`config.mk`:
```
export PLATFORM = sky130hd
export DESIGN_NAME = kbd_fifo_port
export DESIGN_NICKNAME = d
export VERILOG_FILES = /design/src/rtl/kbd_port_pkg.sv /design/src/rtl/sync_fifo.sv /design/src/rtl/kbd_fifo_port.sv
export SDC_FILE = /design/constraint.sdc
export NUM_CORES = 1
export LEC_CHECK = 0
export CORE_ASPECT_RATIO = 1.1
export CORE_MARGIN = 4
export CORE_UTILIZATION = 44
export CTS_CLUSTER_SIZE = 24
export DETAILED_ROUTE_END_ITERATION = 8
export GPL_TIMING_DRIVEN = 1
export PLACE_DENSITY = 0.9
export SLEW_MARGIN = 20
export SYNTH_ARGS = -nofsm -noshare
export SYNTH_HDL_FRONTEND = slang
export SYNTH_SLANG_ARGS = --single-unit
```
`constraint.sdc`:
```
create_clock -name clk -period 4.8 [get_ports clk]
set_input_delay 0.72 -clock clk [delete_from_list [all_inputs] [get_ports clk]]
set_output_delay 0.72 -clock clk [all_outputs]
set_load 0.1 [all_outputs]
```
`src/rtl/kbd_port_pkg.sv`:
```
// Shared definitions for the keyboard receive port: register offsets,
// STATUS bit layout, interrupt FSM states and a pointer-width helper.
package kbd_port_pkg;

    localparam logic [63:0] OFF_DATA    = 64'd0;
    localparam logic [63:0] OFF_STATUS  = 64'd8;
    localparam logic [63:0] OFF_CONTROL = 64'd16;

    localparam int STATUS_EMPTY     = 0;
    localparam int STATUS_FULL      = 1;
    localparam int STATUS_OVERFLOW  = 2;
    localparam int STATUS_COUNT_LSB = 8;

    localparam int CONTROL_IE = 0;

    typedef enum logic [1:0] {
        IDLE = 2'd0,
        PEND = 2'd1,
        ACK  = 2'd2
    } irq_state_t;

    // Number of bits needed to address 'value' entries (minimum 1).
    function automatic int clog2(input int value);
        int bits;
        bits = 1;
        while ((1 << bits) < value) begin
            bits = bits + 1;
        end
        return bits;
    endfunction

endpackage

```
`src/rtl/sync_fifo.sv`:
```
// Single-clock FIFO with wrap-around pointers and a separate occupancy count;
// a push into a full FIFO is accepted when a pop happens in the same cycle.
module sync_fifo
    import kbd_port_pkg::*;
#(
    parameter int WIDTH = 8,
    parameter int DEPTH = 8
) (
    input  logic                   clk,
    input  logic                   reset,
    input  logic                   push,
    input  logic                   pop,
    input  logic [WIDTH-1:0]       din,
    output logic [WIDTH-1:0]       dout,
    output logic                   full,
    output logic                   empty,
    output logic [clog2(DEPTH):0]  count
);

    localparam int PTR_W = clog2(DEPTH);
    localparam logic [PTR_W:0] FULL_COUNT = (PTR_W + 1)'(DEPTH);

    logic [WIDTH-1:0] mem [DEPTH];
    logic [PTR_W-1:0] wr_ptr;
    logic [PTR_W-1:0] rd_ptr;
    logic             do_push;
    logic             do_pop;

    assign empty   = (count == '0);
    assign full    = (count == FULL_COUNT);
    assign do_pop  = pop && !empty;
    assign do_push = push && (!full || do_pop);
    assign dout    = mem[rd_ptr];

    always_ff @(posedge clk) begin
        if (!reset) begin
            wr_ptr <= '0;
            rd_ptr <= '0;
            count  <= '0;
        end else begin
            if (do_push) begin
                wr_ptr <= wr_ptr + PTR_W'(1);
            end
            if (do_pop) begin
                rd_ptr <= rd_ptr + PTR_W'(1);
            end
            case ({do_push, do_pop})
                2'b10:   count <= count + (PTR_W + 1)'(1);
                2'b01:   count <= count - (PTR_W + 1)'(1);
                default: count <= count;
            endcase
        end
    end

    // Storage needs no reset: the pointers and count define what is valid.
    always_ff @(posedge clk) begin
        if (do_push) begin
            mem[wr_ptr] <= din;
        end
    end

endmodule

```
`src/rtl/kbd_fifo_port.sv`:
```
// Bus-mapped keyboard receive port: buffers decoder bytes and exposes
// DATA/STATUS/CONTROL registers plus a handshaked interrupt vector.
module kbd_fifo_port
    import kbd_port_pkg::*;
#(
    parameter int          DEPTH  = 8,
    parameter logic [63:0] BASE   = 64'h8000_0010,
    parameter logic [3:0]  VECTOR = 4'd1
) (
    input  logic        clk,
    input  logic        reset,
    input  logic        key_valid,
    input  logic [7:0]  key_ascii,
    input  logic [63:0] bus_address,
    input  logic        bus_read_enable,
    input  logic        bus_write_enable,
    input  logic [63:0] bus_write_data,
    output logic [63:0] bus_read_data,
    output logic [3:0]  interrupt_vector,
    input  logic        interrupt_done,
    output logic [6:0]  fifo_count
);

    localparam int          CNT_W        = clog2(DEPTH) + 1;
    localparam logic [63:0] DATA_ADDR    = BASE + OFF_DATA;
    localparam logic [63:0] STATUS_ADDR  = BASE + OFF_STATUS;
    localparam logic [63:0] CONTROL_ADDR = BASE + OFF_CONTROL;

    logic             sel_data;
    logic             sel_status;
    logic             sel_control;
    logic             pop_req;
    logic [7:0]       head;
    logic             full;
    logic             empty;
    logic [CNT_W-1:0] count;
    logic             overflow;
    logic             ie;
    logic [63:0]      status_word;
    irq_state_t       irq_state;
    irq_state_t       irq_next;
    logic             unused_write_bits;

    assign sel_data    = (bus_address == DATA_ADDR);
    assign sel_status  = (bus_address == STATUS_ADDR);
    assign sel_control = (bus_address == CONTROL_ADDR);
    assign pop_req     = bus_read_enable && sel_data && !empty;
    assign fifo_count  = 7'(count);

    assign unused_write_bits = ^{bus_write_data[63:3], bus_write_data[1]};

    sync_fifo #(
        .WIDTH (8),
        .DEPTH (DEPTH)
    ) u_fifo (
        .clk   (clk),
        .reset (reset),
        .push  (key_valid),
        .pop   (pop_req),
        .din   (key_ascii),
        .dout  (head),
        .full  (full),
        .empty (empty),
        .count (count)
    );

    always_comb begin
        status_word                              = '0;
        status_word[STATUS_COUNT_LSB +: 8]       = 8'(count);
        status_word[STATUS_OVERFLOW]             = overflow;
        status_word[STATUS_FULL]                 = full;
        status_word[STATUS_EMPTY]                = empty;
    end

    // A dropped byte outranks a same-cycle clear so no loss goes unreported.
    always_ff @(posedge clk) begin
        if (!reset) begin
            overflow <= 1'b0;
            ie       <= 1'b0;
        end else begin
            if (key_valid && full && !pop_req) begin
                overflow <= 1'b1;
            end else if (bus_write_enable && sel_status && bus_write_data[STATUS_OVERFLOW]) begin
                overflow <= 1'b0;
            end
            if (bus_write_enable && sel_control) begin
                ie <= bus_write_data[CONTROL_IE];
            end
        end
    end

    always_ff @(posedge clk) begin
        if (!reset) begin
            bus_read_data <= '0;
        end else if (bus_read_enable) begin
            if (sel_data) begin
                bus_read_data <= empty ? 64'd0 : {55'd0, 1'b1, head};
            end else if (sel_status) begin
                bus_read_data <= status_word;
            end else if (sel_control) begin
                bus_read_data <= {63'd0, ie};
            end
        end
    end

    always_comb begin
        irq_next = irq_state;
        unique case (irq_state)
            IDLE:    if (ie && !empty) irq_next = PEND;
            PEND:    if (interrupt_done) irq_next = ACK;
                     else if (!ie) irq_next = IDLE;
            ACK:     if (!interrupt_done) irq_next = IDLE;
            default: irq_next = IDLE;
        endcase
    end

    always_ff @(posedge clk) begin
        if (!reset) begin
            irq_state        <= IDLE;
            interrupt_vector <= 4'd0;
        end else begin
            irq_state        <= irq_next;
            interrupt_vector <= (irq_next == PEND) ? VECTOR : 4'd0;
        end
    end

endmodule
```
# Word-level counts from Yosys, hierarchy flattened
# Memory sizes are Yosys's and may differ from the RTL's. A register that Yosys moved wholly into a read port is not among the register bits.
# Cells that the tools add are included.
# classes
n_addsub	4
n_eq_ne	9
muxes	17
reduce_logical	20
# ops
operator	n
equality test 64 x 32 -> 1 bit (second input constant)	3
2-to-1 mux 64 bit	3
logical AND 1 bit	10
2-to-1 mux 9 bit	1
2-to-1 mux 2 bit	4
one-hot mux 4 bit (2 select lines)	1
adder 3 x 1 -> 3 bit (second input constant)	2
equality test 2 x 1 -> 1 bit (second input constant)	3
2-to-1 mux 3 bit	2
one-hot mux 2 bit (3 select lines)	1
2-to-1 mux 1 bit	5
adder 4 x 1 -> 4 bit (second input constant)	1
equality test 2 bit (second input constant)	2
equality test 4 bit (second input constant)	1
zero test 4 bit	1
nonzero test 2 bit	2
subtractor 4 x 1 -> 4 bit (second input constant)	1
zero test 1 bit	3
nonzero test 3 bit	1
zero test 2 bit	1
AND reduction 2 bit	1
logical OR 1 bit	1
# word_totals
ff_bits	82
mem_bits_rw	64
inputBits	142
out_inout_bits	75
memories	1
# mem_list
memory	words	width	read_ports	rd_clocked_by_memory_dff	wr	line_no	text
u_fifo.mem	8	8	1	1	1	sync_fifo.sv:23	logic [WIDTH-1:0] mem [DEPTH];

# Depth between registers and ports, before layout
# logic_depth
depth_word	8
ltp_mapped	13

# Hierarchy
# Synthesis repeated with hierarchy kept, for this count alone.
# hier_totals
cells_unflattened	352
area_unflattened_um2	4589.4
# by_module_without_submodules
mod	instances	cells_each	area_per_inst_um2	seq_area_each_um2
sync_fifo	1	181	3206.8	2182.1
kbd_fifo_port	1	171	1382.6	340.3

# Worst setup path after synthesis
# OpenSTA, ideal clock, no wires.
# synth_timing
path_type	input -> register
start	input port bus_address[22]
end	memory u_fifo.mem[1][0] (enable)
setup_ns	0.395
t_arrival_ns	3.086
t_required_ns	4.405
path_slack_ns	1.319
stages	7
cell_sequence	nor4b_1 > nand4_1 > or4_4 > or2_1 > buf_6 > and2_1 > nor4_1
# synth_between
elab_chain_cells	8
# synth_rtl
element	line_no	text
start: declaration	kbd_fifo_port.sv:14	input logic [63:0] bus_address,
equality test 64 x 32 -> 1 bit	kbd_fifo_port.sv:44	assign sel_data = (bus_address == DATA_ADDR);
logical AND 1 bit (2 in a row)	kbd_fifo_port.sv:47	assign pop_req = bus_read_enable && sel_data && !empty;
logical AND 1 bit	sync_fifo.sv:31	assign do_pop = pop && !empty;
logical OR 1 bit	sync_fifo.sv:32	assign do_push = push && (!full || do_pop);
logical AND 1 bit	sync_fifo.sv:32	
2-to-1 mux 1 bit	sync_fifo.sv:57	if (do_push) begin
2-to-1 mux 1 bit (not written as such)	sync_fifo.sv:58	mem[wr_ptr] <= din;
end: declaration	sync_fifo.sv:23	
# Every way passes these cells.

# Worst setup path after layout
# layout_timing
start	input port bus_address[45]
end	register u_fifo.count[2]
# layout_between
elab_chain_cells	8
elab_cells_between_ends	10
# layout_rtl
element	line_no	text
equality test 64 x 32 -> 1 bit *	kbd_fifo_port.sv:44	
logical AND 1 bit * (2 in a row)	kbd_fifo_port.sv:47	
logical AND 1 bit *	sync_fifo.sv:31	
logical OR 1 bit	sync_fifo.sv:32	
logical AND 1 bit	sync_fifo.sv:32	
equality test 2 x 1 -> 1 bit / equality test 2 bit (equally long branches)	sync_fifo.sv:47	case ({do_push, do_pop})
one-hot mux 4 bit (2 select lines) / nonzero test 2 bit (equally long branches)	n/a	
end signal: assignment	sync_fifo.sv:48	2'b10: count <= count + (PTR_W + 1)'(1);
end signal: assignment	sync_fifo.sv:49	2'b01: count <= count - (PTR_W + 1)'(1);
end signal: assignment	sync_fifo.sv:50	default: count <= count;
end: declaration	sync_fifo.sv:17	output logic [clog2(DEPTH):0] count
# Every way passes the cells marked *; elsewhere a longest branch is shown, timed or not.
# A chain may end at the register's enable or synchronous reset.

==> reports/qor.csv <==
metric,value,unit
"Hold Violations, Final",0,
max-slew violations,0,
initial detailed-routing violation count,181,
I/O pin cnt,217,
Hold EP,bus_read_data[11]$_SDFFE_PN0P_,
H-tree depth,3,
Area after DPL,0.005301,sq mm
area growth from synthesis to layout,24.65,%
synthesis-stage register bit count,94,
clock slew at reported path FFs,0.09,ns
synthesized area,0.004422,sq mm
# DRC,0,
full die area,0.01172,sq mm
ANT nets after route,0,
Layout Skew,0.01083,ns
GP Congestion,0.8027,
FF-to-FF path depth,11,
CTS Hold Bufs,0,
post-synth cell types,45,
Worst-Margin Slew,1.003,ns
Buffers on Ports,96,
FILL cells,760,
setup tns final,0,ns
R2R setup slack,1.70,ns
total power,1.777,mW
CTS root buf,clkbuf_8,
sequential fraction of the synthesis area,57.05,%
Routed WL,9967,um
Reg-to-Reg End,u_fifo.count[2]$_SDFFE_PN0P_,
layout cell share with drive strength beyond 1,10.49,%
Worst slew margin,32.95,%
total grt overflow,0,
post-layout min period,3.737,ns
first-pass GRT wire length,15830,um
most frequent cells in the layout,"clkdlybuf4s50_1, edfxtp_1, conb_1",
Post-synth EDFFs,64,
Initial Utilization,44.93,%
Detailed Place HPWL,7469,um
Reg area,0.002524,sq mm
WHS,0.4692,ns
clk buf depth,2,
M1 WL,3564,um
Die W,103.6,um
wire per inst,17.55,um
Die H,113.1,um
via density per instance,5.146,
nets,588,
hold_sp,bus_read_data[11]$_SDFFE_PN0P_,
leakage power,1.928,nW
DR top layer,met4,
Tcrit/Tclk final,77.86,%
vias after detailed routing,2923,
worst reg2reg path startpoint,u_fifo.count[3]$_SDFFE_PN0P_,
max frequency,267.6,MHz
CTS tree,yes,
CP Launch Type,input port,
asr flop ratio synth,0,%
largest net degree at the start of global routing,35,
max-cap violations,0,
status,completed,
vias in the first global route,3047,
Crit Path Category,input port to flop,
endpoints failing setup,0,
Critical Path End Type,flop,
WP data arrival,3.99,ns
multi-input combinational cell area,0.001578,sq mm
TritonRoute pass-1 iters,4,
Post-Route Utilization,56.00,%
DR WL met2,5270,um
Routed met3 length,908,um
"most common cell after layout, fill and taps aside",clkdlybuf4s50_1,
worst-path fanout max,14,
pwr dens,322.3,mW/mm^2
latest clock arrival within the worst-skew pair,0.36,ns
clk sinks,94,
Peak VDD IR,256.6,uV
Synth Flop Type,edfxtp_1,
syn_area_per_cell,12.93,sq um
Critical Path RT,5.05,ns
Hold WC Path Type,flop to flop,
n_diodes,0,
CTS Buf Count,9,
post-CTS sizing,0,
cells after synthesis,342,
Core Footprint,0.009842,sq mm
GR Util All Layers,17.23,%
warnings from Yosys,0,
Post-CTS Setup Repair Bufs,0,
initial antenna violation count,0,
std cell rows,38,
RSZ-0062 raised after global routing,false,
Hold Path Depth,2,
fin area,0.005512,sq mm
[through the flow]
step           instances  setup slack (ns)
2_1_floorplan        399             1.319
3_3_place_gp         552            0.7783
3_5_place_dp         552            0.6856
4_1_cts              568             1.069
5_1_grt              568            0.8930
6_report             568             1.063
[routing by layer]
metal,GRT usage [%],vias up
met5,0,-
met4,6.294,0
met3,6.389,20
met2,31.46,161
met1,18.29,1384
li1,-,1358
[area by class of cell]
class                      count  share of cell area [%]
sequential                    94                   45.79
multi-input combinational    226                   28.63
timing repair buffer         104                   18.43
clock buffer                  11                   2.770
tap                          120                   2.724
clock inverter                 5                   1.112
inverter                       8                  0.5448
[cells by family after synthesis]
kind of cell | after synthesis | share of synthesized area, %
other cells | 1 | 0.08481
mux | 32 | 11.91
flops | 94 | 57.05
buf+inv | 79 | 12.11
compound gates | 27 | 3.792
fa+ha+maj | 3 | 0.8490
xor+xnor | 6 | 1.189
simple gates | 100 | 13.02
[synth_stat cells, drive strengths merged (3+ instances only)]
master / count / area [sq um]
nor3: 11 / 60.06
and3: 3 / 18.77
inv: 8 / 30.03
nand2b: 7 / 43.79
dfxtp: 30 / 600.6
nand3: 7 / 35.03
a21oi: 3 / 15.01
nor4: 16 / 100.1
o22ai: 7 / 43.79
o21ai: 8 / 40.04
a21boi: 4 / 30.03
and2: 11 / 68.82
ha: 3 / 37.54
clkbuf: 7 / 26.28
nor2: 6 / 22.52
nand2: 19 / 71.32
edfxtp: 64 / 1922
xor2: 3 / 26.28
mux4: 16 / 360.4
buf: 64 / 479.2
nor4b: 3 / 32.53
xnor2: 3 / 26.28
mux2i: 14 / 140.1
nand4: 4 / 25.02
nor2b: 4 / 25.02
[worst max path at each step]
stage | from | end | slack (ns) | cells past startpoint
5_1_grt | bus_address[12] | u_fifo.count[2]$_SDFFE_PN0P_ | 0.89 | 12
4_1_cts | bus_address[45] | u_fifo.count[2]$_SDFFE_PN0P_ | 1.07 | 12
3_5_place_dp | bus_address[12] | u_fifo.count[2]$_SDFFE_PN0P_ | 0.69 | 12
2_1_floorplan | bus_address[22] | u_fifo.mem[1][0]$_DFFE_PP_ | 1.32 | 7
6_report | bus_address[45] | u_fifo.count[2]$_SDFFE_PN0P_ | 1.06 | 12
3_3_place_gp | bus_address[45] | u_fifo.count[2]$_SDFFE_PN0P_ | 0.78 | 12
[flip-flops by register name (all words and copies together), names as in the netlist, named ones only]
| register | flops |
|---|---|
| u_fifo.mem | 64 |
| bus_read_data | 12 |
| u_fifo.count | 4 |
| u_fifo.rd_ptr | 3 |
| u_fifo.wr_ptr | 3 |
| irq_state | 2 |
| ie | 1 |
| interrupt_vector | 1 |
| overflow | 1 |
[power breakdown]
part | total, mW | leakage, nW | internal, mW | switching, mW
combinational | 0.335 | 0.993 | 0.0795 | 0.255
sequential | 0.888 | 0.824 | 0.878 | 0.00959
clock | 0.554 | 0.110 | 0.277 | 0.277
total | 1.78 | 1.93 | 1.24 | 0.541
[worst max-delay path, cell delays in order]
cell and delay (ns):
clkdlybuf4s50_1 0.41, nor4_1 0.35, nand4_1 0.18, or4_4 0.61, or2_1 0.50, nor2_1 0.22
xor2_1 0.09, ha_1 0.20, or3_1 0.31, nor3_1 0.15, a41oi_1 0.08, mux2i_1 0.16
(Power assumes the default switching activity.)
